$ cat config.mk
export PLATFORM = sky130hd
export DESIGN_NAME = alu_cmd_issuer
export DESIGN_NICKNAME = d
export VERILOG_FILES = /design/src/rtl/alu_pkg.sv /design/src/rtl/alu_golden.sv /design/src/rtl/alu_cmd_issuer.sv
export SDC_FILE = /design/constraint.sdc
export NUM_CORES = 1
export LEC_CHECK = 0
export CAP_MARGIN = 0
export CORE_ASPECT_RATIO = 1.75
export CORE_MARGIN = 3
export CORE_UTILIZATION = 45
export CTS_CLUSTER_DIAMETER = 30
export DETAILED_ROUTE_END_ITERATION = 6
export PLACE_DENSITY = 0.85
export SLEW_MARGIN = 40
export SYNTH_ARGS = -nofsm -noshare
export SYNTH_HDL_FRONTEND = slang
export SYNTH_SLANG_ARGS = --single-unit
$ cat constraint.sdc
create_clock -name clk -period 2.79 [get_ports clk]
set_input_delay 0.4185 -clock clk [delete_from_list [all_inputs] [get_ports clk]]
set_output_delay 0.4185 -clock clk [all_outputs]
set_load 0.02 [all_outputs]
$ cat src/rtl/alu_pkg.sv
// Shared constants and types for the ALU command issuer: data width,
// opcodes, FSM state encoding and the captured-response record.
package alu_pkg;

  localparam int DATA_W = 32;
  localparam int OP_W   = 3;

  localparam logic [OP_W-1:0] OP_ADD = 3'd0;
  localparam logic [OP_W-1:0] OP_OR  = 3'd1;
  localparam logic [OP_W-1:0] OP_AND = 3'd2;
  localparam logic [OP_W-1:0] OP_SUB = 3'd3;
  localparam logic [OP_W-1:0] OP_SLT = 3'd4;

  localparam logic [1:0] ST_IDLE  = 2'd0;
  localparam logic [1:0] ST_DRIVE = 2'd1;
  localparam logic [1:0] ST_RESP  = 2'd2;

  typedef struct packed {
    logic [DATA_W-1:0] f;
    logic              overflow;
    logic              zero;
    logic [OP_W-1:0]   op;
  } rsp_t;

  // Opcodes above SLT have no ALU meaning and are answered with a fixed result
  function automatic logic op_unused(input logic [OP_W-1:0] op);
    return (op > OP_SLT);
  endfunction

endpackage

$ cat src/rtl/alu_golden.sv
// Reference model of the external ALU, used to check captured results.
// Only instantiated when ALU_ISSUE_CHECK_EN is defined.
module alu_golden
  import alu_pkg::*;
(
  input  logic [DATA_W-1:0] x,
  input  logic [DATA_W-1:0] y,
  input  logic [OP_W-1:0]   op,
  output logic [DATA_W-1:0] exp_f,
  output logic              exp_zero,
  output logic              checkable
);

  logic [DATA_W-1:0] diff;

  always_comb begin
    diff      = x - y;
    exp_f     = '0;
    checkable = 1'b1;
    case (op)
      OP_ADD:  exp_f = x + y;
      OP_OR:   exp_f = x | y;
      OP_AND:  exp_f = x & y;
      OP_SUB:  exp_f = diff;
      OP_SLT:  exp_f = {{(DATA_W-1){1'b0}}, diff[DATA_W-1]};
      default: checkable = 1'b0;
    endcase
    exp_zero = (exp_f == '0);
  end

endmodule

$ cat src/rtl/alu_cmd_issuer.sv
// Issues one command at a time to an external combinational ALU, holds the
// operands for SETTLE_CYCLES, then presents the captured result as a response.
// Optional golden-model check enabled by defining ALU_ISSUE_CHECK_EN.
module alu_cmd_issuer
  import alu_pkg::*;
#(
  parameter int SETTLE_CYCLES = 4
) (
  input  logic              clk,
  input  logic              rst_n,
  input  logic              cmd_valid,
  output logic              cmd_ready,
  input  logic [DATA_W-1:0] cmd_x,
  input  logic [DATA_W-1:0] cmd_y,
  input  logic [OP_W-1:0]   cmd_op,
  output logic [DATA_W-1:0] alu_x,
  output logic [DATA_W-1:0] alu_y,
  output logic [OP_W-1:0]   alu_opcode,
  input  logic [DATA_W-1:0] alu_f,
  input  logic              alu_overflow,
  input  logic              alu_zero,
  output logic              rsp_valid,
  input  logic              rsp_ready,
  output logic [DATA_W-1:0] rsp_f,
  output logic              rsp_overflow,
  output logic              rsp_zero,
  output logic [OP_W-1:0]   rsp_op,
  output logic              rsp_mismatch,
  output logic              err_sticky,
  output logic              busy
);

  // A zero settle time still needs one cycle for the ALU to see its inputs
  localparam logic [7:0] SETTLE_EFF = (SETTLE_CYCLES == 0) ? 8'd1 : 8'(SETTLE_CYCLES);

  logic [1:0] state;
  logic [7:0] cnt;
  rsp_t       rsp_q;
  logic       capture;

  assign capture   = (state == ST_DRIVE) && (cnt <= 8'd1);
  assign cmd_ready = rst_n && (state == ST_IDLE);
  assign busy      = (state != ST_IDLE);

  always_ff @(posedge clk or negedge rst_n) begin
    if (!rst_n) begin
      state      <= ST_IDLE;
      cnt        <= 8'd0;
      alu_x      <= '0;
      alu_y      <= '0;
      alu_opcode <= '0;
      rsp_q      <= '0;
      rsp_valid  <= 1'b0;
    end else begin
      case (state)
        ST_IDLE: begin
          if (cmd_valid) begin
            alu_x      <= cmd_x;
            alu_y      <= cmd_y;
            alu_opcode <= cmd_op;
            cnt        <= op_unused(cmd_op) ? 8'd1 : SETTLE_EFF;
            state      <= ST_DRIVE;
          end
        end
        ST_DRIVE: begin
          if (capture) begin
            cnt       <= 8'd0;
            state     <= ST_RESP;
            rsp_valid <= 1'b1;
            if (op_unused(alu_opcode)) begin
              rsp_q <= '{f: '0, overflow: 1'b0, zero: 1'b1, op: alu_opcode};
            end else begin
              rsp_q <= '{f: alu_f, overflow: alu_overflow, zero: alu_zero, op: alu_opcode};
            end
          end else begin
            cnt <= cnt - 8'd1;
          end
        end
        ST_RESP: begin
          if (rsp_ready) begin
            rsp_valid <= 1'b0;
            state     <= ST_IDLE;
          end
        end
        default: state <= ST_IDLE;
      endcase
    end
  end

  assign rsp_f        = rsp_q.f;
  assign rsp_overflow = rsp_q.overflow;
  assign rsp_zero     = rsp_q.zero;
  assign rsp_op       = rsp_q.op;

`ifdef ALU_ISSUE_CHECK_EN
  logic [DATA_W-1:0] exp_f;
  logic              exp_zero;
  logic              checkable;
  logic              mismatch_now;
  logic              mismatch_q;
  logic              sticky_q;

  alu_golden u_golden (
    .x         (alu_x),
    .y         (alu_y),
    .op        (alu_opcode),
    .exp_f     (exp_f),
    .exp_zero  (exp_zero),
    .checkable (checkable)
  );

  assign mismatch_now = checkable && ((alu_f != exp_f) || (alu_zero != exp_zero));

  always_ff @(posedge clk or negedge rst_n) begin
    if (!rst_n) begin
      mismatch_q <= 1'b0;
      sticky_q   <= 1'b0;
    end else if (capture) begin
      mismatch_q <= mismatch_now;
      sticky_q   <= sticky_q | mismatch_now;
    end
  end

  assign rsp_mismatch = mismatch_q;
  assign err_sticky   = sticky_q;
`else
  assign rsp_mismatch = 1'b0;
  assign err_sticky   = 1'b0;
`endif

endmodule

==> results.cfg <==
[clocking]
cts_hold_buf = 0
cts.root.buffer_cell = clkbuf_16
htree_levels = 4
cts_buffers = 17
cts.sink_count = 115
ctsResizeCount = 0
cts_max_path_buffers = 2
insertion_delay_ns = 0.40
cts_tree = yes
clk_pin_slew_ns = 0.06
cts_setup_buffers = 0

[detailed_routing]
num_vias = 4219
top_layer = met4
postRouteAntennaNets = 0
route.met2.wl_um = 7700
met3_length_um = 826
viasPerCell = 4.92
drt-total-wl_um = 13900
m1WireLength_um = 4930
drtIter0Drc = 236
dr.pass1.iters = 4
post_drt_wl_per_cell_um = 16.2
post-route-drc-count = 0

[sta]
drv_slew = 0
fin_setup_tns_ns = 0
rsz0062_at_grt = false
fmax_ghz = 0.428
maxSlewHeadroom_pct = 54.0
tightest_slew_ns = 0.688
hold_viol = 0
finalSetupViolations = 0
fin_ws_ns = 0.455
finalCritPeriodShare_pct = 83.7
finClkSkew_ns = 0.00646
period_minus_slack_ns = 2.33

[layout]
register_area_um2 = 2880
finalNetCount = 824
diodes = 0
syn2layout_area_growth_pct = 58.9
post_layout_nonfiller_instances = 857
multiInputGateArea_um2 = 1670
fillers = 744
drive_above_1_share_pct = 7.81

[critical_path]
path_max_fanout = 9
cp_slowest_cell = clkdlybuf4s50_1
end_kind = output port
critPathMaxStageDelay_ns = 0.60
critPathArrivalTime_ns = 1.92
crit_chain = or2_2, nor2_1, clkdlybuf4s50_1
path_class = reg2out
setup.worst_path.start_class = flop
worstPathRequired_ns = 2.37

[global_routing]
antenna_found_initial = 0
grt_start_max_net_pins = 76
grt_pass1_vias = 4559
grt_pass1_wl_um = 22100
grt-ovfl-total = 0
grt_use_total_pct = 23.5

[synthesis]
yosysMostFrequentCell = nand2_1
synth-main-ff-cell = dfrtp_1
yosys.area.top_type = dfrtp_1
synth_area_um2 = 4820
synth-seq-area-share_pct = 59.7
synth_edf_count = 0
netlist.area_leader.share_pct = 59.7
ys_seq_elements = 115
syn-instance-count = 506
syn_area_per_cell_um2 = 9.53
ys_types = 39
yosysWarnings = 0
synthArstFlopShare_pct = 100
synth_area_leaders = dfrtp_1 (60%), nand2_1 (19%), mux2i_1 (6.9%)
synth_top_cells_by_count = nand2_1 (239), dfrtp_1 (115), inv_1 (38)

[floorplanning]
core_area_um2 = 10400
fp-row-count = 49
num_io_pins = 214
fp.dieW_um = 84.3
die_h_um = 143
dieArea_um2 = 12000
start_util_pct = 46.5

[placement]
placed_cells = 825
gp_congestion = 0.837
dp_slack_ns = 0.427
dp_hpwl_um = 9740
port_buffers = 211

[pwr]
vdd_drop_max_mv = 0.911
p_leak_uw = 0.00365
power_density_nw_per_um2 = 1310

[hold_path]
hold_path.class = in2async

[run_status]
status = completed

[flow_run]
cap_violations = 0
==> flip-flops by register name (all words and copies together), names as in the netlist <==
register      count
rsp_f            32
alu_opcode        3
cnt               8
rsp_op            3
alu_y            32
rsp_overflow      1
rsp_valid         1
rsp_zero          1
state             2
alu_x            32
==> cell families (layout without fill, tap and decap cells) <==
kind of cell | after synthesis | after routing | share of synthesized area, %
AND/OR/NAND/NOR | 266 | 266 | 22.8
flip-flops | 115 | 115 | 59.7
buffers and inverters | 65 | 288 | 6.02
multiplexers | 37 | 37 | 8.10
AO/OA/AOI/OAI | 20 | 20 | 2.83
adder cells (fa/ha/maj) | 2 | 2 | 0.519
other | 1 | 2 | 0.0778
==> placed cells by master (no fill, tap or decap), types with 2 or more instances in the layout <==
cell type        Yosys  final
a21oi_1              3      3
buf_12               0      2
buf_4                2      5
bufinv_16            0      4
clkbuf_16            0     17
clkdlybuf4s50_1      0    210
clkinv_2             0      2
clkinvlp_4           0      6
conb_1               1      2
dfrtp_1            115    115
ha_1                 2      2
inv_1               38     38
mux2_4               4      4
mux2i_1             33     33
nand2_1            239    239
nand2b_1             3      3
nand3b_1             2      2
nor2_1               3      3
nor3_1               2      2
nor4_1               2      2
o21ai_0              5      5
o31ai_1              2      2
or2_2                3      3
or3_4                2      2
or3b_2               3      3
==> layer usage <==
metal	track usage (%)	up-vias
li1	-	1988
met1	24.6	2019
met2	43.5	182
met3	5.66	30
met4	10.9	0
met5	0	-
==> worst max-delay path, delay by kind of cell (launching register included) <==
kind / cells / cell delay (ns)
buffers and inverters: 1 / 0.60
and+or+nand+nor: 2 / 0.44
DFF: 1 / 0.48
==> metrics by stage <==
| step | cell area (um2) | total power (uW) | hold WS, ns | utilization (%) |
|---|---|---|---|---|
| after detailed placement | 7040 | 7760 | 0.462 | 67.9 |
| after floorplan | 4830 | 5550 | 0.123 | - |
| after global placement | 7030 | 7550 | 0.457 | 67.9 |
| final | 7660 | 10000 | 0.116 | 74.0 |
| after CTS | 7660 | 10100 | 0.123 | 74.0 |
| after global routing | 7660 | 10600 | 0.149 | 74.0 |
==> power breakdown <==
| part | internal (uW) | switching (uW) | total (uW) |
|---|---|---|---|
| combinational | 2180 | 2560 | 4740 |
| sequential | 2490 | 542 | 3030 |
| clock | 1510 | 750 | 2260 |
==> path summary, 6_finish.rpt <==
path	from	to	slack (ns)	cells past startpoint
hold reg to reg	alu_x[29]$_DFFE_PN0P_	alu_x[29]$_DFFE_PN0P_	0.47	2
setup reg to reg	cnt[0]$_DFFE_PN0P_	rsp_op[0]$_DFFE_PN0P_	0.77	6
hold / removal	rst_n	rsp_f[6]$_DFFE_PN0P_	0.12	2
setup / recovery	state[0]$_DFFE_PN0P_	cmd_ready	0.46	3
min in group clk	alu_x[29]$_DFFE_PN0P_	alu_x[29]$_DFFE_PN0P_	0.47	2
max in group asynchronous	rst_n	rsp_f[23]$_DFFE_PN0P_	1.63	3
==> final cells by class <==
class                   instances  share of cell area [%]
clock inverters                13                    2.40
well taps                     127                    2.07
clock buffers                  19                    5.78
multi-input cells             327                    21.7
repair buffers                218                    28.6
flip-flops and latches        115                    37.6
inverters                      38                    1.86
No activity file was read; power rests on OpenSTA's default activity.
